**src/rtl/ifetch_buffer.sv**
```systemverilog
// Fetch PC generator and instruction FIFO feeding decode, with redirect flush.
// Define IFETCH_BUFFER_BYPASS_EN to forward a fetch straight to decode when the buffer is empty.
module ifetch_buffer #(
    parameter int unsigned DEPTH    = 4,
    parameter logic [31:0] RESET_PC = 32'h0000_0000,
    parameter int unsigned PTR_W    = $clog2(DEPTH)
) (
    input  logic             i_CLK,
    input  logic             i_RST,
    input  logic             i_EN,
    input  logic             i_FETCH_VALID,
    input  logic [31:0]      i_FETCH_INSTRUCTION,
    output logic             o_FETCH_NEXT,
    output logic [31:0]      o_FETCH_PC,
    input  logic             i_REDIRECT,
    input  logic [31:0]      i_REDIRECT_PC,
    input  logic             i_DECODE_READY,
    output logic             o_DECODE_VALID,
    output logic [31:0]      o_DECODE_INSTRUCTION,
    output logic [31:0]      o_DECODE_PC,
    output logic [PTR_W:0]   o_LEVEL
);

    localparam logic [PTR_W:0] FULL_CNT = (PTR_W+1)'(DEPTH);
    localparam logic [31:0]    NOP      = 32'h0000_0013;

    logic [31:0]      instr_mem_q [DEPTH];
    logic [31:0]      pc_mem_q    [DEPTH];
    logic [31:0]      pc_q,  pc_d;
    logic [PTR_W-1:0] rd_q,  rd_d;
    logic [PTR_W-1:0] wr_q,  wr_d;
    logic [PTR_W:0]   cnt_q, cnt_d;

    logic empty, full, fetch_next, fetch_take, push, pop, buf_valid, bypass;

    assign empty      = (cnt_q == '0);
    assign full       = (cnt_q == FULL_CNT);
    assign fetch_next = i_EN & ~i_RST & ~i_REDIRECT & ~full;
    assign fetch_take = fetch_next & i_FETCH_VALID;
    assign buf_valid  = i_EN & ~i_REDIRECT & ~empty;

`ifdef IFETCH_BUFFER_BYPASS_EN
    assign bypass = fetch_take & empty & i_DECODE_READY;
`else
    assign bypass = 1'b0;
`endif

    // A bypassed fetch consumes the request but is never written into the FIFO.
    assign push = fetch_take & ~bypass;
    assign pop  = buf_valid & i_DECODE_READY;

    always_comb begin
        pc_d  = pc_q;
        rd_d  = rd_q;
        wr_d  = wr_q;
        cnt_d = cnt_q;
        if (i_REDIRECT) begin
            pc_d  = {i_REDIRECT_PC[31:2], 2'b00};
            rd_d  = '0;
            wr_d  = '0;
            cnt_d = '0;
        end else begin
            if (fetch_take) pc_d = pc_q + 32'd4;
            if (push)       wr_d = wr_q + PTR_W'(1);
            if (pop)        rd_d = rd_q + PTR_W'(1);
            case ({push, pop})
                2'b10:   cnt_d = cnt_q + (PTR_W+1)'(1);
                2'b01:   cnt_d = cnt_q - (PTR_W+1)'(1);
                default: cnt_d = cnt_q;
            endcase
        end
    end

    always_ff @(posedge i_CLK) begin
        if (i_RST) begin
            pc_q  <= RESET_PC;
            rd_q  <= '0;
            wr_q  <= '0;
            cnt_q <= '0;
        end else begin
            pc_q  <= pc_d;
            rd_q  <= rd_d;
            wr_q  <= wr_d;
            cnt_q <= cnt_d;
        end
    end

    always_ff @(posedge i_CLK) begin
        if (push) begin
            instr_mem_q[wr_q] <= i_FETCH_INSTRUCTION;
            pc_mem_q[wr_q]    <= pc_q;
        end
    end

    always_comb begin
        o_DECODE_VALID       = buf_valid | bypass;
        o_DECODE_INSTRUCTION = NOP;
        o_DECODE_PC          = pc_q;
        if (!empty) begin
            o_DECODE_INSTRUCTION = instr_mem_q[rd_q];
            o_DECODE_PC          = pc_mem_q[rd_q];
        end else if (bypass) begin
            o_DECODE_INSTRUCTION = i_FETCH_INSTRUCTION;
            o_DECODE_PC          = pc_q;
        end
    end

    assign o_FETCH_NEXT = fetch_next;
    assign o_FETCH_PC   = pc_q;
    assign o_LEVEL      = cnt_q;

endmodule

```
**config.mk**
```make
export PLATFORM = sky130hd
export DESIGN_NAME = ifetch_buffer
export DESIGN_NICKNAME = d
export VERILOG_FILES = /design/src/rtl/ifetch_buffer.sv
export SDC_FILE = /design/constraint.sdc
export NUM_CORES = 1
export LEC_CHECK = 0
export CORE_MARGIN = 5
export CORE_UTILIZATION = 55
export CTS_BUF_LIST = sky130_fd_sc_hd__clkbuf_4
export CTS_CLUSTER_DIAMETER = 30
export DETAILED_ROUTE_END_ITERATION = 8
export HOLD_SLACK_MARGIN = 0.15
export PLACE_DENSITY = 0.81
export REMOVE_ABC_BUFFERS = 1
export SLEW_MARGIN = 25
export SYNTH_ARGS = -nofsm -noshare
export SYNTH_HDL_FRONTEND = slang
export SYNTH_SLANG_ARGS = --single-unit
```
**constraint.sdc**
```tcl
create_clock -name i_CLK -period 9.74 [get_ports i_CLK]
set_input_delay 1.948 -clock i_CLK [delete_from_list [all_inputs] [get_ports i_CLK]]
set_output_delay 1.948 -clock i_CLK [all_outputs]
set_load 0.005 [all_outputs]
```
==> metrics.txt <==
antenna cells=0; layout cells sized above 1=25.32%; RSZ-0062 raised after global routing=no; Data required, critical path=7.79 ns; Worst setup SP type=flop; CP max stage delay=0.78 ns; Synth-to-Final Area Change=23.83%; Max rail drop VDD=109.9 µV; largest net degree at the start of global routing=63; initial antenna violation count=1; P_sw=516.8 µW; Setup crit end kind=primary output; Hold Crit Class=reg -> reg; clock latency on the worst-skew pair=0.64 ns; GP Congestion=0.8629; number of setup violations in the final report=0; Avg WL per Cell=21.25 µm; CTS buffer count=72; CTS tree=built; DRT Pass-1 Iters=4; Async SR Flop Fraction=0%; number of synthesized flops with an enable pin=248; clock buffer depth=3; flops & latches, synth=287; top-count cell post-synth=edfxtp_1; H-tree depth=3; # IOs=171; Max Cap Viol=0; Crit path max-delay family=buffers and inverters; # nets final=955; Clk pwr share=39.9%; YS warnings=0; switch share=20.80%; Residual DRC=0; fin crit period=5.357 ns; Synth area leaders=edfxtp_1 (63%), mux4_2 (12%), dfxtp_1 (6.6%); Post CTS Setup Buffer Count=0; mapped cell area=0.01175 mm²; Detailed Route Iter0 Violations=452; core area=0.02102 mm²; routed vias=6971; Combinational Power Share=5.0%; row count=53; IO buf count=164; Post-synth top flop=edfxtp_1; vias in the first global route=7566; max_slew headroom=34.51%; initial core utilization=55.89%; Root Buffer=clkbuf_4; Post-DRT Antenna Nets=0; Hold Fails Final Rpt=0; CTS clk-pin slew, worst paths=0.06 ns; die footprint=0.02438 mm²; Vert. Die Dim=156.2 µm; PostCTS Resize Cnt=0; clk_skew=0.02650 ns; # hold bufs at CTS=0; highest attainable clock frequency=186.7 MHz; status=finished clean; P_int=1968 µW; Cells after Synth=670; chip width=156.2 µm; fin worst setup slack=4.383 ns; Syn Area/Cell=17.54 µm²; Design Power=2485 µW; Crit Path Class=reg -> out; Pwr per Cell Area=170.8 mW/mm²; Critical Path, Cell by Cell=buf_4, mux4_2, mux2_2, clkdlybuf4s50_1; LEAKAGE=0.004673 µW; via/cell ratio=5.795; Clock Sinks=287; Distinct cells, synth=58; hold slack=0.5175 ns; gr ovfl total=0; Critical Path AT=3.41 ns; Seq pwr share=55.1%; CP max FO=43; dpl ws=4.500 ns; period utilization=55.00%; Yosys top cell by area=edfxtp_1; Synth top cells by count=edfxtp_1 (248), mux4_2 (62), dfxtp_1 (39); global-route usage over all layers=21.28%; Critical-path top delay cell=buf_4; dpl hpwl=14920 µm; Seq/Total Area, Yosys=70.03%; CP Buf/Inv Count=2; first-pass GRT wire length=40250 µm; number of slew-limit violations in the final report=0; Worst-Margin Slew=0.9824 ns; setup TNS=0 ns; top-area cell type share of the netlist area=63.39%; Routed WL=25560 µm
metal layers:
| layer | wire length, µm | track usage, % | vias up |
|---|---|---|---|
| met5 | 13 | 0 | - |
| met4 | 580 | 8.636 | 2 |
| met2 | 12580 | 34.28 | 344 |
| li1 | - | - | 3109 |
| met3 | 2143 | 5.631 | 51 |
| met1 | 10240 | 27.94 | 3465 |
worst min-delay path: cells and delay by family, from the launching register on:
kind,cells,cell delay [ns]
and+or+nand+nor,1,0.07
AOI/OAI and AO/OA,1,0.06
DFF,1,0.34
layout make-up:
| type | count | area (µm²) |
|---|---|---|
| multi-input cells | 335 | 3328 |
| well taps | 275 | 344.1 |
| fillers | 1386 | 6472 |
| inverters | 13 | 48.80 |
| flip-flops and latches | 287 | 8235 |
| repair buffers | 169 | 1679 |
| clock inverters | 19 | 125.1 |
| clock buffers | 105 | 788.3 |
layout by cell type (no fill, tap or decap), drive strengths merged, types with 8 or more instances in the layout:
cell type	n
clkdlybuf4s50	164
clkbuf	105
clkinv	17
mux2	35
dfxtp	39
nand3	12
mux4	62
edfxtp	248
a31oi	8
nor2	30
nand2	28
inv	13
nand4	15
and2	8
a21oi	15
nor2b	30
xor2	9
path summary, 6_finish.rpt:
path | from | to | slack, ns | cells after the start
worst max-delay path | flop | o_DECODE_PC[13] | 4.38 | 4
worst min-delay path | wr_q[1]$_SDFFE_PP0P_ | wr_q[1]$_SDFFE_PP0P_ | 0.52 | 2
worst max register to register | o_LEVEL[2]$_SDFFE_PP0P_ | o_LEVEL[2]$_SDFFE_PP0P_ | 6.78 | 9
worst min register to register | wr_q[1]$_SDFFE_PP0P_ | wr_q[1]$_SDFFE_PP0P_ | 0.52 | 2
power by group through the flow:
stage	sequential (µW)	clock (µW)	combinational, µW
2_1_floorplan	1390	0	38.6
3_3_place_gp	1390	0	119
3_5_place_dp	1400	0	124
4_1_cts	1370	1010	124
5_1_grt	1370	1090	132
6_report	1370	991	124
cells by family (layout without fill, tap and decap cells):
| family | Yosys count | count (layout) | synth area share, % |
|---|---|---|---|
| other cells | 1 | 4 | 0.03192 |
| xor+xnor | 15 | 15 | 1.118 |
| simple gates | 156 | 156 | 7.785 |
| mux | 97 | 97 | 15.24 |
| flops | 287 | 287 | 70.03 |
| fa+ha+maj | 7 | 7 | 0.8094 |
| compound gates | 56 | 56 | 3.110 |
| buf+inv | 51 | 306 | 1.874 |
sequential cells by signal, summed over array words and instances, names as in the netlist, named ones only:
signal / count
pc_mem_q: 120
wr_q: 2
o_LEVEL: 3
o_FETCH_PC: 30
instr_mem_q: 128
rd_q: 2
stage by stage:
step                std cells  utilization, %  area [µm²]
finish                   1203           69.21       14550
global route             1203           69.21       14550
CTS                      1203           69.21       14550
detailed placement       1079           64.87       13640
global placement         1079           64.87       13640
floorplan                 635               -       11590
Note: power is estimated with default switching activity, not from simulation.
